File: config.mk
export PLATFORM = sky130hd
export DESIGN_NAME = ritc_corr_cfg_sequencer
export DESIGN_NICKNAME = d
export VERILOG_FILES = /design/src/rtl/ritc_corr_cfg_sequencer.sv
export SDC_FILE = /design/constraint.sdc
export NUM_CORES = 2
export LEC_CHECK = 0
export BUFFER_PORTS_ARGS = -buffer_cell sky130_fd_sc_hd__buf_2
export CORE_AREA = 2 2 379 381
export CTS_BUF_LIST = sky130_fd_sc_hd__clkbuf_8 sky130_fd_sc_hd__clkbuf_16
export DETAILED_ROUTE_END_ITERATION = 7
export DIE_AREA = 0 0 381 383
export PLACE_DENSITY = 0.76
export REMOVE_ABC_BUFFERS = 1
export SYNTH_ARGS = -nofsm -noshare
export SYNTH_HDL_FRONTEND = slang
export SYNTH_SLANG_ARGS = --single-unit
File: constraint.sdc
create_clock -name user_clk_i -period 10.9 [get_ports user_clk_i]
set_clock_uncertainty 0.2 [all_clocks]
set_input_delay 0 -clock user_clk_i [delete_from_list [all_inputs] [get_ports user_clk_i]]
set_output_delay 0 -clock user_clk_i [all_outputs]
set_load 0.02 [all_outputs]
File: src/rtl/ritc_corr_cfg_sequencer.sv
// ritc_corr_cfg_sequencer: queues pedestal and DINL commands from the
// user register bus and plays them onto the quadcorr config buses.
module ritc_corr_cfg_sequencer #(
  parameter int DINL_DEPTH     = 64,
  parameter int PED_RST_CYCLES = 4,
  parameter int UPD_GAP        = 3
) (
  input  logic        user_clk_i,
  input  logic        user_rst_n_i,
  input  logic        user_sel_i,
  input  logic        user_wr_i,
  input  logic [2:0]  user_addr_i,
  input  logic [31:0] user_dat_i,
  output logic [31:0] user_dat_o,
  output logic        ped_rst_o,
  output logic [4:0]  ped_addr_o,
  output logic [47:0] ped_o,
  output logic        ped_update_o,
  output logic [31:0] dinl_cdi_o,
  output logic        dinl_ce_o,
  output logic        busy_o
);
  localparam int AW = $clog2(DINL_DEPTH);
  localparam int PW = AW + 1;
  localparam logic [7:0] RST_LAST = 8'(PED_RST_CYCLES - 1);
  localparam logic [7:0] UPD_LAST = 8'(UPD_GAP);
  localparam logic [PW-1:0] PTR_FULL = PW'(DINL_DEPTH);

  typedef enum logic [1:0] {
    S_IDLE = 2'd0,
    S_RST  = 2'd1,
    S_UPD  = 2'd2,
    S_DINL = 2'd3
  } state_e;

  state_e          state_q, state_d;
  logic [7:0]      cnt_q, cnt_d;
  logic [47:0]     stg_dat_q, stg_dat_d;
  logic [4:0]      stg_adr_q, stg_adr_d;
  logic [47:0]     ped_q, ped_d;
  logic [4:0]      ped_adr_q, ped_adr_d;
  logic            pend_rst_q, pend_rst_d;
  logic            pend_upd_q, pend_upd_d;
  logic            pend_dinl_q, pend_dinl_d;
  logic            err_dup_q, err_dup_d;
  logic            err_ovf_q, err_ovf_d;
  logic [PW-1:0]   wptr_q, wptr_d;
  logic [31:0]     dat_q, dat_d;
  logic [31:0]     mem_q [DINL_DEPTH];

  logic we, wr_lo, wr_hi, wr_ctrl, wr_data;
  logic go_rst, go_upd, go_dinl, ptr_clr, err_clr;
  logic in_dinl, full, mem_we;
  logic leave, take_rst, take_upd, take_dinl;
  logic [7:0] wptr8;

  assign we      = user_sel_i & user_wr_i;
  assign wr_lo   = we & (user_addr_i == 3'd0);
  assign wr_hi   = we & (user_addr_i == 3'd1);
  assign wr_ctrl = we & (user_addr_i == 3'd2);
  assign wr_data = we & (user_addr_i == 3'd3);

  assign go_rst  = wr_ctrl & user_dat_i[0];
  assign go_upd  = wr_ctrl & user_dat_i[1];
  assign go_dinl = wr_ctrl & user_dat_i[2];
  assign ptr_clr = wr_ctrl & user_dat_i[3];
  assign err_clr = wr_ctrl & user_dat_i[4];

  assign in_dinl = (state_q == S_DINL);
  assign full    = (wptr_q == PTR_FULL);
  assign mem_we  = wr_data & ~in_dinl & ~full;
  assign wptr8   = 8'(wptr_q);

  // Last cycle of the current state; IDLE may always dispatch.
  always_comb begin
    leave = 1'b0;
    unique case (state_q)
      S_IDLE: leave = 1'b1;
      S_RST:  leave = (cnt_q == RST_LAST);
      S_UPD:  leave = (cnt_q == UPD_LAST);
      S_DINL: leave = ((cnt_q + 8'd1) >= wptr8);
    endcase
  end

  assign take_rst  = leave & pend_rst_q;
  assign take_upd  = leave & ~pend_rst_q & pend_upd_q;
  assign take_dinl = leave & ~pend_rst_q & ~pend_upd_q
                   & pend_dinl_q;

  // Next state: chain straight into the next pending command.
  always_comb begin
    state_d = state_q;
    cnt_d   = cnt_q + 8'd1;
    if (take_rst) begin
      state_d = S_RST;
      cnt_d   = '0;
    end else if (take_upd) begin
      state_d = S_UPD;
      cnt_d   = '0;
    end else if (take_dinl) begin
      state_d = S_DINL;
      cnt_d   = '0;
    end else if (leave) begin
      state_d = S_IDLE;
      cnt_d   = '0;
    end
  end

  // Bus outputs decoded from state and cycle count.
  always_comb begin
    ped_rst_o    = (state_q == S_RST);
    ped_update_o = (state_q == S_UPD) & (cnt_q == 8'd0);
    dinl_ce_o    = in_dinl & (cnt_q < wptr8);
    dinl_cdi_o   = '0;
    if (dinl_ce_o) dinl_cdi_o = mem_q[cnt_q[AW-1:0]];
  end

  assign busy_o = (state_q != S_IDLE) | pend_rst_q
                | pend_upd_q | pend_dinl_q;
  assign ped_o      = ped_q;
  assign ped_addr_o = ped_adr_q;
  assign user_dat_o = dat_q;

  // Staging, command queue, error flags and readback mux.
  always_comb begin
    stg_dat_d = stg_dat_q;
    stg_adr_d = stg_adr_q;
    if (wr_lo) stg_dat_d[31:0] = user_dat_i;
    if (wr_hi) begin
      stg_dat_d[47:32] = user_dat_i[15:0];
      stg_adr_d        = user_dat_i[20:16];
    end

    pend_rst_d  = (pend_rst_q & ~take_rst) | go_rst;
    pend_upd_d  = (pend_upd_q & ~take_upd) | go_upd;
    pend_dinl_d = (pend_dinl_q & ~take_dinl) | go_dinl;

    err_dup_d = err_dup_q & ~err_clr;
    err_ovf_d = err_ovf_q & ~err_clr;
    if ((go_rst & pend_rst_q & ~take_rst)
      | (go_upd & pend_upd_q & ~take_upd)
      | (go_dinl & pend_dinl_q & ~take_dinl)
      | (wr_data & in_dinl))
      err_dup_d = 1'b1;
    if (wr_data & ~in_dinl & full)
      err_ovf_d = 1'b1;

    wptr_d = wptr_q;
    if (ptr_clr) wptr_d = '0;
    else if (mem_we) wptr_d = wptr_q + 1'b1;

    ped_d     = ped_q;
    ped_adr_d = ped_adr_q;
    if (take_upd) begin
      ped_d     = stg_dat_q;
      ped_adr_d = stg_adr_q;
    end

    unique case (user_addr_i)
      3'd0: dat_d = stg_dat_q[31:0];
      3'd1: dat_d = {11'b0, stg_adr_q, stg_dat_q[47:32]};
      3'd2: dat_d = {16'b0, wptr8, busy_o, err_ovf_q,
                     err_dup_q, pend_dinl_q, pend_upd_q,
                     pend_rst_q, state_q};
      default: dat_d = '0;
    endcase
  end

  // State and control registers with synchronous reset.
  always_ff @(posedge user_clk_i) begin
    if (!user_rst_n_i) begin
      state_q     <= S_IDLE;
      cnt_q       <= '0;
      stg_dat_q   <= '0;
      stg_adr_q   <= '0;
      ped_q       <= '0;
      ped_adr_q   <= '0;
      pend_rst_q  <= 1'b0;
      pend_upd_q  <= 1'b0;
      pend_dinl_q <= 1'b0;
      err_dup_q   <= 1'b0;
      err_ovf_q   <= 1'b0;
      wptr_q      <= '0;
      dat_q       <= '0;
    end else begin
      state_q     <= state_d;
      cnt_q       <= cnt_d;
      stg_dat_q   <= stg_dat_d;
      stg_adr_q   <= stg_adr_d;
      ped_q       <= ped_d;
      ped_adr_q   <= ped_adr_d;
      pend_rst_q  <= pend_rst_d;
      pend_upd_q  <= pend_upd_d;
      pend_dinl_q <= pend_dinl_d;
      err_dup_q   <= err_dup_d;
      err_ovf_q   <= err_ovf_d;
      wptr_q      <= wptr_d;
      dat_q       <= dat_d;
    end
  end

  // DINL playout buffer; contents survive reset.
  always_ff @(posedge user_clk_i) begin
    if (mem_we) mem_q[wptr_q[AW-1:0]] <= user_dat_i;
  end
endmodule

==> results_tabular.tex <==
\begin{tabular}{lr}
\hline
Metric & Value \\
\hline
\multicolumn{2}{l}{\textbf{Clock tree}} \\
Number of resized instances in the post-cts repair step & 0 \\
Clock network latency to the later pin of the worst-skew pair & 0.82 ns \\
Clock transition at path regs & 0.07 ns \\
CTS tree & done \\
Number of clock sinks & 2208 \\
Post-CTS setup buffers & 0 \\
\# hold bufs at CTS & 46 \\
Clock root buffer master & sky130\_fd\_sc\_hd\_\_clkbuf\_16 \\
H-tree depth reported by CTS & 4 \\
Number of buffers created by CTS & 209 \\
Deepest clock path buffer count & 3 \\
\multicolumn{2}{l}{\textbf{Global routing}} \\
First-pass GRT wire length & 315 mm \\
GRT overflow & 0 \\
Number of antenna violations at the first check in global routing & 3 \\
Number of global-route vias before repair & 45.6k \\
GRT Overall Usage & 30.2\% \\
Maximum number of pins on one net before global-route repair & 130 \\
\multicolumn{2}{l}{\textbf{Critical path}} \\
Critical-path cell list & buf\_12 > buf\_4 > mux4\_2 > mux2i\_1 > nor2\_1 > a211oi\_1 > o211ai\_1 > buf\_2 \\
Startpoint types & flip-flop \\
Highest fanout seen on the critical path & 124 \\
Setup slack on the worst flop-to-flop path & 6.09 ns \\
Critical Path Slowest Stage Cell & sky130\_fd\_sc\_hd\_\_dfxtp\_4 \\
Biggest cell delay along the critical path & 1.04 ns \\
Crit path arrival time & 5.54 ns \\
WP data required & 10.70 ns \\
Path type of the worst setup path & reg -> out \\
Critical path capture point type & output pin \\
\multicolumn{2}{l}{\textbf{Yosys}} \\
Warnings, synthesis & 0 \\
Synth async-reset ratio & 0\% \\
Sequential element share of the synthesized area & 76.3\% \\
Dominant register cell in the synthesized netlist & sky130\_fd\_sc\_hd\_\_edfxtp\_1 \\
Post-synth EDFFs & 2048 \\
Cell Area, Synth & 84800 µm² \\
Netlist cell types & 58 \\
Seq cells post-synth & 2208 \\
Leading cell types by total area after synthesis & sky130\_fd\_sc\_hd\_\_edfxtp\_1 73\%, sky130\_fd\_sc\_hd\_\_mux4\_2 10\%, sky130\_fd\_sc\_hd\_\_mux2i\_1 4.0\% \\
Largest area contributor in the netlist & sky130\_fd\_sc\_hd\_\_edfxtp\_1 \\
Post-synthesis instance total & 4447 \\
Share of the synthesized area in the top cell type & 72.5\% \\
Avg Synthesized Cell Area & 19.1 µm² \\
\multicolumn{2}{l}{\textbf{Power and ir drop}} \\
Power density relative to cell area & 173 nW/µm² \\
Worst supply voltage drop on vdd & 0.000167 V \\
Static leakage & 0.0290 µW \\
\multicolumn{2}{l}{\textbf{Layout}} \\
Post-layout net count & 4795 \\
Final antenna diode count & 0 \\
Number of standard cells in the layout, taps in and fillers out & 6814 \\
Synth-to-layout area growth & 12.8\% \\
Share of final-layout standard cells stronger than drive strength 1 & 21.8\% \\
\multicolumn{2}{l}{\textbf{Floorplanning}} \\
Row cnt & 139 \\
Height of the die & 383 µm \\
Initial Util & 59.6\% \\
Core Footprint & 142000 µm² \\
Total Die Area & 146000 µm² \\
Horizontal extent of the die & 381 µm \\
Top-Level Pins & 160 \\
\multicolumn{2}{l}{\textbf{Placed design}} \\
Placed Cells incl. Taps & 6379 \\
Last weighted congestion value of the routability-driven placer & 0.798 \\
Worst Setup Slack post-DPL & 5.93 ns \\
Half-perimeter wire length of the detailed placement result & 112 mm \\
Number of I/O port buffers & 159 \\
\multicolumn{2}{l}{\textbf{STA}} \\
Worst Max-Slew Pin Slew & 1.21 ns \\
Setup repair after global routing missed its margin & false \\
Number of endpoints failing setup at the final stage & 0 \\
Share of the cycle needed by the critical path after routing & 52.6\% \\
Worst rel slew slack & 19.1\% \\
Final setup slack of the worst path & 5.16 ns \\
Post-layout min period & 5.74 ns \\
Hold Fails Final Rpt & 0 \\
Maximum frequency from static timing analysis & 174 MHz \\
Number of slew-limit violations in the final report & 0 \\
\multicolumn{2}{l}{\textbf{Drt}} \\
Violation count after the first detailed-route iteration & 6566 \\
Final routed wire length divided by cell count & 32.2 µm \\
Number of vias in the routed layout & 45.2k \\
Pre-Repair DR Iteration Count & 6 \\
Number of design rule violations left after detail routing & 0 \\
Routed WL & 219 mm \\
Antenna-violating nets left & 0 \\
Routed vias/inst & 6.64 \\
\multicolumn{2}{l}{\textbf{Run}} \\
Max-cap violations & 0 \\
\multicolumn{2}{l}{\textbf{Run status}} \\
Status & finished, final reports clean \\
\multicolumn{2}{l}{\textbf{Min path}} \\
Type of the most critical hold path & in -> reg \\
\hline
\end{tabular}
sequential cells by signal (all words and copies together), names as in the netlist:
signal,count
stg_adr_q,5
err_ovf_q,1
mem_q,2048
pend_upd_q,1
wptr_q,7
pend_dinl_q,1
ped_o,48
cnt_q,8
err_dup_q,1
ped_addr_o,5
pend_rst_q,1
user_dat_o,32
stg_dat_q,48
state_q,2
synthesized netlist by cell type (2+ instances only):
library cell                number
sky130_fd_sc_hd__o21ai_1        54
sky130_fd_sc_hd__mux2i_1       342
sky130_fd_sc_hd__a22oi_1        97
sky130_fd_sc_hd__ha_1           23
sky130_fd_sc_hd__nor2_1        155
sky130_fd_sc_hd__buf_1          31
sky130_fd_sc_hd__edfxtp_1     2048
sky130_fd_sc_hd__o211ai_1       65
sky130_fd_sc_hd__and2_1         14
sky130_fd_sc_hd__a2111oi_0       2
sky130_fd_sc_hd__buf_4           7
sky130_fd_sc_hd__buf_2          69
sky130_fd_sc_hd__or3_1           5
sky130_fd_sc_hd__nand3_1       169
sky130_fd_sc_hd__nand3b_1        4
sky130_fd_sc_hd__and3_1         11
sky130_fd_sc_hd__a21boi_0        3
sky130_fd_sc_hd__xor2_1          2
sky130_fd_sc_hd__a41o_1         32
sky130_fd_sc_hd__inv_1          13
sky130_fd_sc_hd__or4_1           2
sky130_fd_sc_hd__mux4_2        384
sky130_fd_sc_hd__a211oi_1       33
sky130_fd_sc_hd__xnor2_1         8
sky130_fd_sc_hd__nor2b_1        42
sky130_fd_sc_hd__dfxtp_1       160
sky130_fd_sc_hd__clkinv_1        2
sky130_fd_sc_hd__o21a_1          2
sky130_fd_sc_hd__o21ai_0         7
sky130_fd_sc_hd__nand4_1         2
sky130_fd_sc_hd__nor3_1          7
sky130_fd_sc_hd__clkbuf_1      155
sky130_fd_sc_hd__a21oi_1       133
sky130_fd_sc_hd__nand2_1       304
sky130_fd_sc_hd__buf_6           5
sky130_fd_sc_hd__a32oi_1        33
cell type report:
cell class                 instances  area (µm²)
clock inverter                   177        1440
clock buffer                     212        5280
sequential                      2208       64700
timing repair buffer             342        2350
tap                             1903        2380
multi-input combinational       1956       19400
inverter                          16        60.1
fill                            9014       46600
worst paths after layout:
| kind | to | start | cells after the start |
|---|---|---|---|
| worst max-delay path | dinl_cdi_o[1] | cnt_q[0]$_SDFF_PP0_ | 8 |
| worst min-delay path | ped_o[24]$_SDFFE_PN0P_ | user_rst_n_i | 4 |
| worst min register to register | ped_o[28]$_SDFFE_PN0P_ | ped_o[28]$_SDFFE_PN0P_ | 2 |
| worst max register to register | ped_o[11]$_SDFFE_PN0P_ | cnt_q[0]$_SDFF_PP0_ | 10 |
through the flow:
step / TNS, ns / cell area [µm²] / util (%) / hold WS, ns / power (µW)
6_report: 0 / 95600 / 67.2 / 0.103 / 16600
2_1_floorplan: -1816.43 / 83600 / - / -0.101 / 9500
3_3_place_gp: 0 / 88500 / 62.2 / 0.218 / 9640
5_1_grt: 0 / 95600 / 67.2 / 0.120 / 16900
3_5_place_dp: 0 / 88500 / 62.2 / 0.216 / 9650
4_1_cts: 0 / 95600 / 67.2 / 0.0572 / 16600
where the power goes:
part           leakage (µW)  internal (µW)  switching, µW
clock               0.00344           3930           3140
sequential           0.0197           9250           3.63
combinational       0.00582           41.3            188
total                0.0290          13200           3340
per-layer routing:
layer | share of wire [%] | vias up | track usage, % | wire, µm
met5 | 0 | - | 0 | 0
met4 | 4.1 | 0 | 12.0 | 8970
met3 | 12 | 422 | 6.35 | 25300
met2 | 48 | 3019 | 48.0 | 105000
met1 | 36 | 23300 | 41.6 | 79500
li1 | - | 18500 | - | -
kinds of logic after synthesis:
family                   count (synthesis)  synth area share (%)
AND/OR/NAND/NOR                        725                  3.77
adder cells (fa/ha/maj)                 23                 0.339
AO/OA/AOI/OAI                          472                  3.79
buffers and inverters                  283                  1.43
multiplexers                           726                  14.2
XOR/XNOR                                10                 0.103
flip-flops                            2208                  76.3
layout by cell type, fill, tap and decap left out, types with 67 or more instances in the layout:
cell,netlist,final
sky130_fd_sc_hd__dfxtp_1,160,155
sky130_fd_sc_hd__clkbuf_16,0,210
sky130_fd_sc_hd__mux2i_1,342,342
sky130_fd_sc_hd__edfxtp_1,2048,2048
sky130_fd_sc_hd__a22oi_1,97,97
sky130_fd_sc_hd__nor2_1,155,88
sky130_fd_sc_hd__buf_2,69,158
sky130_fd_sc_hd__a21oi_1,133,133
sky130_fd_sc_hd__nand2_1,304,303
sky130_fd_sc_hd__mux4_2,384,384
sky130_fd_sc_hd__buf_4,7,133
sky130_fd_sc_hd__nand3_1,169,169
sky130_fd_sc_hd__nor2_4,0,67
critical path, delay by kind of cell, from the launching register on:
family	cells	cell delay, ns
buffers and inverters	3	1.74
AO/OA/AOI/OAI	2	0.78
multiplexers	2	0.73
AND/OR/NAND/NOR	1	0.06
flip-flops	1	1.04
(Power assumes the default switching activity.)
